==> config.mk <==
export PLATFORM = sky130hd
export DESIGN_NAME = anode_scan_driver_flat
export DESIGN_NICKNAME = d
export VERILOG_FILES = /design/src/rtl/anode_scan_driver_if.sv /design/src/rtl/anode_scan_driver.sv /design/src/flat_wrapper.sv
export SDC_FILE = /design/constraint.sdc
export NUM_CORES = 1
export LEC_CHECK = 0
export CORE_MARGIN = 5
export CORE_UTILIZATION = 40
export CTS_CLUSTER_DIAMETER = 150
export DETAILED_ROUTE_END_ITERATION = 8
export PLACE_DENSITY = 0.63
export SLEW_MARGIN = 20
export SYNTH_ARGS = -nofsm -noshare
export SYNTH_HDL_FRONTEND = slang
export SYNTH_SLANG_ARGS = --single-unit
export TNS_END_PERCENT = 30
==> constraint.sdc <==
create_clock -name clk -period 2.7 [get_ports clk]
set_input_delay 0.54 -clock clk [delete_from_list [all_inputs] [get_ports clk]]
set_output_delay 0.54 -clock clk [all_outputs]
set_load 0.05 [all_outputs]
==> src/rtl/anode_scan_driver_if.sv <==
// rtl/anode_scan_driver_if.sv - data/enable inputs and anode/segment outputs of the scan driver
// Display-side bundle; the register side drives Data/EN, the driver returns An/Seg/Frame_Done.
interface anode_scan_driver_if #(
    parameter int ANCHO = 4
);
    localparam int W = 2 ** ANCHO;
    localparam int D = W / 4;

    logic [W-1:0] Data;
    logic         EN;
    logic [D-1:0] An;
    logic [6:0]   Seg;
    logic         Frame_Done;

    modport master (output Data, output EN, input An, input Seg, input Frame_Done);
    modport slave  (input Data, input EN, output An, output Seg, output Frame_Done);
endinterface

==> src/rtl/anode_scan_driver.sv <==
// rtl/anode_scan_driver.sv - frame-coherent 7-segment anode scanner (ANODE_LZB_EN: leading-zero blanking)
// Data is snapshotted only in IDLE and at frame wrap, so register writes never tear a frame.
module anode_scan_driver #(
    parameter int ANCHO    = 4,
    parameter int PRESCALE = 50000
) (
    input  logic               clk,
    input  logic               rst,
    anode_scan_driver_if.slave bus
);
    localparam int W  = 2 ** ANCHO;
    localparam int D  = W / 4;
    localparam int PW = $clog2(PRESCALE);
    localparam int IW = (D > 1) ? $clog2(D) : 1;

    localparam logic [0:0] ST_IDLE = 1'b0;
    localparam logic [0:0] ST_SCAN = 1'b1;

    logic [0:0]    state_q, state_d;
    logic [PW-1:0] presc_q, presc_d;
    logic [IW-1:0] idx_q, idx_d;
    logic [W-1:0]  snap_q, snap_d;
    logic [D-1:0]  an_q, an_d;
    logic [6:0]    seg_q, seg_d;
    logic          done_q, done_d;
    logic          tick, last, blank;
    logic [3:0]    nib;

    function automatic logic [6:0] seg_decode(input logic [3:0] n);
        case (n)
            4'h0: seg_decode = 7'h40;
            4'h1: seg_decode = 7'h79;
            4'h2: seg_decode = 7'h24;
            4'h3: seg_decode = 7'h30;
            4'h4: seg_decode = 7'h19;
            4'h5: seg_decode = 7'h12;
            4'h6: seg_decode = 7'h02;
            4'h7: seg_decode = 7'h78;
            4'h8: seg_decode = 7'h00;
            4'h9: seg_decode = 7'h10;
            4'hA: seg_decode = 7'h08;
            4'hB: seg_decode = 7'h03;
            4'hC: seg_decode = 7'h46;
            4'hD: seg_decode = 7'h21;
            4'hE: seg_decode = 7'h06;
            default: seg_decode = 7'h0E;
        endcase
    endfunction

    assign tick = (presc_q == PW'(PRESCALE - 1));
    assign last = (idx_q == IW'(D - 1));
    assign nib  = snap_q[int'(idx_q) * 4 +: 4];

    // EN low takes priority over every SCAN action, including the frame wrap.
    always_comb begin
        state_d = state_q;
        presc_d = presc_q;
        idx_d   = idx_q;
        snap_d  = snap_q;
        done_d  = 1'b0;
        if (state_q == ST_IDLE || !bus.EN) begin
            state_d = bus.EN ? ST_SCAN : ST_IDLE;
            presc_d = '0;
            idx_d   = '0;
            snap_d  = bus.Data;
        end else if (tick) begin
            presc_d = '0;
            idx_d   = last ? '0 : idx_q + IW'(1);
            if (last) begin
                snap_d = bus.Data;
                done_d = 1'b1;
            end
        end else begin
            presc_d = presc_q + PW'(1);
        end
    end

`ifdef ANODE_LZB_EN
    logic [IW-1:0] msn;
    always_comb begin
        msn = '0;
        for (int k = 0; k < D; k++) begin
            if (snap_q[k * 4 +: 4] != 4'h0) msn = IW'(k);
        end
    end
    assign blank = (idx_q > msn);
`else
    assign blank = 1'b0;
`endif

    always_comb begin
        an_d  = '1;
        seg_d = 7'h7F;
        if (state_q == ST_SCAN && bus.EN && !blank) begin
            an_d  = ~(D'(1) << idx_q);
            seg_d = seg_decode(nib);
        end
    end

    always_ff @(posedge clk) begin
        if (rst) begin
            state_q <= ST_IDLE;
            presc_q <= '0;
            idx_q   <= '0;
            snap_q  <= '0;
            an_q    <= '1;
            seg_q   <= 7'h7F;
            done_q  <= 1'b0;
        end else begin
            state_q <= state_d;
            presc_q <= presc_d;
            idx_q   <= idx_d;
            snap_q  <= snap_d;
            an_q    <= an_d;
            seg_q   <= seg_d;
            done_q  <= done_d;
        end
    end

    assign bus.An         = an_q;
    assign bus.Seg        = seg_q;
    assign bus.Frame_Done = done_q;
endmodule

==> src/flat_wrapper.sv <==
// flat-port wrapper written by rule: the top's interface ports become plain ports
module anode_scan_driver_flat 
#(
    parameter int ANCHO    = 4,
    parameter int PRESCALE = 50000
)
  (clk, rst, bus_Data, bus_EN, bus_An, bus_Seg, bus_Frame_Done);
  anode_scan_driver_if #(.ANCHO(ANCHO)) bus_i ();
  input  logic clk;
  input  logic rst;
  input wire logic [$bits(bus_i.Data)-1:0] bus_Data;
  input wire logic [$bits(bus_i.EN)-1:0] bus_EN;
  output wire logic [$bits(bus_i.An)-1:0] bus_An;
  output wire logic [$bits(bus_i.Seg)-1:0] bus_Seg;
  output wire logic [$bits(bus_i.Frame_Done)-1:0] bus_Frame_Done;
  assign bus_i.Data = bus_Data;
  assign bus_i.EN = bus_EN;
  assign bus_An = bus_i.An;
  assign bus_Seg = bus_i.Seg;
  assign bus_Frame_Done = bus_i.Frame_Done;
  anode_scan_driver #(.ANCHO(ANCHO), .PRESCALE(PRESCALE)) u_core (.clk(clk), .rst(rst), .bus(bus_i));
endmodule
==> results of run 1 <==
[worst reg2reg max path: stages, from the launching register on]
cell and delay (ps):
dfxtp_1 590, mux4_2 650, inv_1 150, ha_1 160
nor2b_1 50, a2111oi_0 390, a31oi_1 70
[metrics by stage]
step / cells / util, % / total power, mW
after detailed placement: 327 / 47.8 / 0.868
final: 333 / 49.1 / 1.24
after floorplan: 230 / - / 0.817
after global routing: 333 / 49.1 / 1.29
after CTS: 333 / 49.1 / 1.26
after global placement: 327 / 47.8 / 0.867
[cell usage after synthesis, drive strengths merged, types with 6 or more instances]
master	instances
dfxtp	47
nand2b	33
nor2	21
mux2i	17
ha	11
nand2	11
nand3	11
inv	8
xor2	8
a21oi	6
xnor2	6
[cells in the final DEF (no fill, tap or decap), types with 5 or more instances in the layout]
master | synthesis | final
xnor2_1 | 6 | 6
xor2_1 | 8 | 8
nand3_1 | 11 | 11
dfxtp_1 | 47 | 47
clkbuf_8 | 0 | 5
inv_1 | 8 | 8
nand2b_1 | 33 | 33
a21oi_1 | 6 | 6
mux2i_1 | 17 | 17
nand2_1 | 11 | 11
ha_1 | 11 | 11
nor2_1 | 21 | 21
clkdlybuf4s50_1 | 0 | 30
nand4_1 | 5 | 5
[flip-flops by register name, indices dropped and copies added (netlist names)]
register	flops
u_core.bus.An	4
u_core.state_q	1
u_core.bus.Frame_Done	1
u_core.idx_q	2
u_core.bus.Seg	7
u_core.presc_q	16
u_core.snap_q	16
[worst min-delay path by stage]
stage | cells after the start | slack (ps) | from | endpoint
5_1_grt | 2 | 500 | u_core.snap_q[3] | u_core.snap_q[3]
6_report | 2 | 480 | u_core.snap_q[0] | u_core.snap_q[0]
4_1_cts | 2 | 480 | u_core.snap_q[12] | u_core.snap_q[12]
3_3_place_gp | 1 | 460 | u_core.presc_q[0] | u_core.presc_q[0]
2_1_floorplan | 1 | 440 | u_core.presc_q[0] | u_core.presc_q[0]
3_5_place_dp | 2 | 470 | u_core.snap_q[12] | u_core.snap_q[12]
[power by group]
part           leakage, nW  internal [mW]  switching [mW]
Combinational        0.480         0.0675          0.0613
Clock               0.0371          0.173           0.214
Sequential           0.384          0.712         0.00946
Total                0.901          0.953           0.285
[layout make-up]
cell class              count  share of cell area, %
clock buffers               6                   2.72
inverters                   8                   1.12
multi-input cells         166                   45.2
flip-flops and latches     47                   35.2
well taps                  72                   3.37
repair buffers             34                   12.4
[metal layers]
metal  share of wire, %  vias up  GRT usage (%)
met5                  0        -              0
met4                1.7        0           5.47
met3                5.5        7           3.34
met2                 44       36           17.8
met1                 49      735           15.7
li1                   -      848              -
[cells by family after synthesis]
kind of cell             synth area share [%]
flip-flops                               42.4
multiplexers                             11.7
adder cells (fa/ha/maj)                  6.20
AND/OR/NAND/NOR                          25.1
XOR/XNOR                                 5.52
AO/OA/AOI/OAI                            5.52
buffers and inverters                    3.61
==> run_results.csv, run 1 <==
group,metric,value,unit
synth,synth-edff-count,0,
setup_path,start_kind,"register",
cells_and_area,syn2layout_area_growth,20.2,%
setup_path,critPathRequiredTime,2870,ps
placement,place_area,2600,sq um
setup_path,reg2reg_setup_slack,520,ps
setup_path,path_buf_inv,1,
hold_path,hold_path.class,"reg2reg",
synth,synth_largest_area_cell,"dfxtp_1",
sta,grt_setup_unrepaired,"false",
cells_and_area,nNetsFinal,292,
synth,yosysTopAreaCellShare,42.4,%
detailed_routing,firstDrtPassIters,4,
sta,finalHoldViolations,0,
sta,setup_ws,519,ps
cells_and_area,design_area,2670,sq um
outcome,status,"completed",
setup_path,slowest_delay,640,ps
cells_and_area,multiInputGateArea,1210,sq um
floorplanning,die_area,7140,sq um
synth,synth_seq_cells,47,
detailed_routing,drt-initial-drc-count,71,
cells_and_area,layout-drive-gt1-share,7.66,%
floorplanning,pin_count,31,
clocking,cts_resized,0,
synth,syn_area,2220,sq um
placement,numPortBuffers,30,
floorplanning,core_area,5440,sq um
setup_path,worst_path_dominant_cell_family,"multiplexers",
synth,synthTopCellsByArea,"dfxtp_1 42%, nand2b_1 9.3%, mux2i_1 7.7%, ha_1 6.2%, mux4_2 4.1%",
setup_path,path_class,"reg2reg",
detailed_routing,drt-total-wl,4.07,mm
sta,setup_viol,0,
setup_path,rr_endpoint,"u_core.bus.Seg[3]",
global_route,gr-total-overflow,0,
placement,place_congestion,0.840,
clocking,cts_setup_buffers,0,
global_route,grt_max_degree,34,
setup_path,crit_chain,"mux4_2 -> inv_1 -> ha_1 -> nor2b_1 -> a2111oi_0 -> a31oi_1",
power,p_leak,0.901,nW
clocking,cts_buffers,5,
cells_and_area,seqCellArea,941,sq um
global_route,antenna_found_initial,0,
clocking,root_buffer,"clkbuf_8",
placement,dp_hpwl,2.93,mm
setup_path,critPathMaxFanout,9,
sta,max_clock_freq,0.459,GHz
setup_path,cp_slowest_cell,"mux4_2",
synth,syn_inst,230,
global_route,grt_usage,11.9,%
synth,ys_types,35,
cells_and_area,fillCellCount,524,
floorplanning,start_util,40.8,%
synth,yosysSeqAreaShare,42.4,%
sta,relSlewSlack,66.3,%
clocking,cts_tree,"yes",
setup_path,timing.rr.start,"u_core.idx_q[0]",
clocking,cts.clk_slew.worst_paths,80,ps
sta,skew,4.87,ps
sta,finalCritPeriodShare,80.8,%
clocking,cts_sinks,47,
placement,pre_cts_ws,543,ps
cells_and_area,diodes,0,
sta,period_minus_slack,2180,ps
detailed_routing,vias,1626,
synth,syn_area_per_cell,9.66,sq um
sta,worst_pin_slew,503,ps
setup_path,worstSetupPathDepth,6,
power,peakVddDrop,174,uV
detailed_routing,antenna_left,0,
floorplanning,die_h,84.5,um
synth,yosysWarnings,0,
clocking,clockBufferDepth,2,
global_route,grt_pass1_vias,1484,
setup_path,endpoint_kind,"register",
clocking,cts_hold_buf,0,
floorplanning,die_w,84.5,um
power,p_per_area,464,nW/um^2
clocking,cts_htree_levels,2,
global_route,grt_pass1_wl,6.96,mm
setup_path,crit_end,"u_core.bus.Seg[3]",
setup_path,ff2ff_path_depth,6,
sta,whs,478,ps
clocking,clock_latency,290,ps
detailed_routing,viasPerCell,4.88,
synth,synth_fp_nets,260,
setup_path,worstSetupStartpoint,"u_core.idx_q[0]",
sta,tns,0,ps
setup_path,arrival,2350,ps
sta,slew_violations,0,
floorplanning,rows,27,
synth,synth-async-reset-ratio,0,%
detailed_routing,drcViolationCount,0,
synth,ys.flop_type,"dfxtp_1",
job,drv_cap,0,
detailed_routing,wl_per_cell,12.2,um
Power figures use the tool's default switching activity.
==> run 2, diff against run 1 <==
--- a/config.mk
+++ b/config.mk
@@ -9,7 +9,7 @@
 export CORE_UTILIZATION = 40
 export CTS_CLUSTER_DIAMETER = 150
 export DETAILED_ROUTE_END_ITERATION = 8
-export PLACE_DENSITY = 0.63
+export PLACE_DENSITY = 0.66
 export SLEW_MARGIN = 20
 export SYNTH_ARGS = -nofsm -noshare
 export SYNTH_HDL_FRONTEND = slang
==> constraint.sdc (replaced) <==
create_clock -name clk -period 1.9 [get_ports clk]
set_input_delay 0.38 -clock clk [delete_from_list [all_inputs] [get_ports clk]]
set_output_delay 0.38 -clock clk [all_outputs]
set_load 0.05 [all_outputs]
==> run 2 against run 1 <==
Against the previous run:
- the flow now finishes with violations (negative setup slack)
- via count up 6.0%
- final cell count up 9.0%
- non-clock buffer count up 28
- largest cell class unchanged
- maximum frequency up 10%
- clock-buffer cell count down 1
- critical path type unchanged
- hold slack better by 4.1 ps
==> run_results.csv, run 2 (synthesized netlist as in run 1, its figures left out) <==
group,metric,value,unit
cells_and_area,diodes,0,
setup_path,endpoint_kind,"register",
detailed_routing,antenna_left,0,
placement,numPortBuffers,30,
outcome,violations,"negative setup slack",
global_route,grt_usage,12.8,%
hold_path,hold_path.class,"reg2reg",
cells_and_area,postLayoutCoreUtil,53.8,%
detailed_routing,drcViolationCount,0,
cells_and_area,layout_common_cells,"47 x dfxtp_1, 33 x nand2b_1, 30 x clkdlybuf4s50_1, 30 x buf_4, 21 x nor2_1",
power,p_seq_share,56.3,%
sta,grt_setup_unrepaired,"true",
floorplanning,pin_count,31,
placement,dp_hpwl,3.24,mm
setup_path,rr_endpoint,"u_core.idx_q[0]",
detailed_routing,drt-total-wl,4.30,mm
clocking,cts_htree_levels,2,
setup_path,path_buf_inv,0,
sta,period_minus_slack,1980,ps
detailed_routing,viasPerCell,4.75,
sta,slew_violations,0,
clocking,cts.clk_slew.worst_paths,90,ps
setup_path,slowest_delay,530,ps
detailed_routing,vias,1723,
sta,worst_pin_slew,506,ps
power,swShare,24.4,%
power,finalPower,1.82,mW
floorplanning,start_util,40.8,%
sta,relSlewSlack,66.1,%
setup_path,worst_path_dominant_cell_family,"simple AND/OR/NAND/NOR gates",
sta,setup_viol,1,
setup_path,start_kind,"register",
setup_path,cp_common_cell,"or4_4",
power,p_comb_share,11.3,%
sta,whs,482,ps
cells_and_area,layout_commonest_cell,"dfxtp_1",
setup_path,ff2ff_path_depth,4,
hold_path,whs_path_depth,2,
sta,finalHoldViolations,0,
power,p_leak,1.07,nW
placement,place_congestion,0.849,
power,p_int,1.38,mW
setup_path,timing.rr.start,"u_core.presc_q[7]",
outcome,status,"finished with violations",
sta,setup_ws,-83.0,ps
sta,max_clock_freq,0.504,GHz
cells_and_area,layout-drive-gt1-share,17.9,%
job,drv_cap,0,
hold_path,min_from,"u_core.snap_q[7]",
clocking,root_buffer,"clkbuf_8",
global_route,grt_max_degree,34,
global_route,gr-total-overflow,0,
cells_and_area,layout.cells.non_filler,363,
setup_path,critPathRequiredTime,2140,ps
cells_and_area,nNetsFinal,320,
floorplanning,rows,27,
placement,dp.cells,355,
setup_path,reg2reg_setup_slack,-80,ps
cells_and_area,syn2layout_area_growth,31.7,%
setup_path,path_class,"reg2reg",
clocking,cts_sinks,47,
setup_path,crit_chain,"or4_4 -> or4_4 -> or4_1 -> a21oi_1",
global_route,grt_pass1_vias,1648,
power,p_per_area,624,nW/um^2
setup_path,cp_slowest_cell,"or4_4",
clocking,cts_tree,"yes",
sta,skew,2.93,ps
clocking,cts_buffers,5,
detailed_routing,wl_per_cell,11.8,um
global_route,antenna_found_initial,0,
clocking,cts_setup_buffers,0,
clocking,clock_latency,300,ps
hold_path,min_to,"u_core.snap_q[7]",
sta,finalCritPeriodShare,104,%
clocking,clockBufferDepth,2,
floorplanning,die_area,7140,sq um
setup_path,critPathMaxFanout,5,
setup_path,arrival,2220,ps
placement,pre_cts_ws,-117,ps
detailed_routing,drt-initial-drc-count,61,
floorplanning,die_w,84.5,um
global_route,grt_pass1_wl,7.42,mm
power,peakVddDrop,395,uV
floorplanning,core_area,5440,sq um
power,switchingPower,445,uW
floorplanning,die_h,84.5,um
detailed_routing,firstDrtPassIters,4,
power,p_clk_share,32.5,%
-- run 2: what timing repair did --
item	CTS	global route
resized for setup	2	0
setup endpoints to repair	2	4
hold buffers	0	0
-- run 2: through the flow --
step | TNS (ps) | instance area [sq um]
6_report | -83.0 | 2920
5_1_grt | -297 | 2920
4_1_cts | -89.9 | 2920
3_5_place_dp | -155 | 2840
3_3_place_gp | -93.4 | 2840
2_1_floorplan | -102 | 2230
-- run 2: per-layer routing --
metal	part of all wire, %	global-route usage (%)
met4	1.2	6.04
met3	5.3	3.43
met5	0	0
met1	49	16.3
met2	44	20.1
-- run 2: worst register-to-register path: cells and delay by family (launching register included) --
family	cells	cell delay, ps
and+or+nand+nor	3	1460
DFF	1	320
AOI/OAI and AO/OA	1	140
-- run 2: layout make-up --
cell class                      instances  area, sq um
Clock inverter                          3         15.0
Fill cell                             506         2510
Clock buffer                            5         68.8
Timing Repair Buffer                   62          566
Multi-Input combinational cell        166         1210
Tap cell                               72         90.1
Sequential cell                        47          941
Inverter                                8         30.0
-- run 2: how the worst max path moves through the flow --
stage	start	end	slack [ps]	depth (start not counted)
after global placement	u_core.presc_q[5]	u_core.idx_q[0]	-90	4
final	u_core.presc_q[7]	u_core.idx_q[0]	-80	4
after detailed placement	u_core.presc_q[5]	u_core.idx_q[0]	-120	4
after CTS	u_core.presc_q[7]	u_core.idx_q[0]	-80	4
after global routing	u_core.presc_q[7]	u_core.idx_q[0]	-150	4
after floorplan	u_core.presc_q[5]	u_core.idx_q[0]	-90	4
-- run 2: power by group through the flow --
stage | Combinational, mW | Sequential, mW | Clock [mW]
floorplan | 0.100 | 1.06 | 0
global placement | 0.204 | 1.05 | 0
CTS | 0.207 | 1.03 | 0.624
detailed placement | 0.206 | 1.05 | 0
finish | 0.206 | 1.03 | 0.592
global route | 0.225 | 1.03 | 0.652
==> run 3, diff against run 2 <==
--- a/config.mk
+++ b/config.mk
@@ -5,6 +5,7 @@
 export SDC_FILE = /design/constraint.sdc
 export NUM_CORES = 1
 export LEC_CHECK = 0
+export ABC_CLOCK_PERIOD_IN_PS = 1900
 export CORE_MARGIN = 5
 export CORE_UTILIZATION = 40
 export CTS_CLUSTER_DIAMETER = 150
==> results of run 3 <==
Final layout, timing and power as in run 2 (identical DEF).
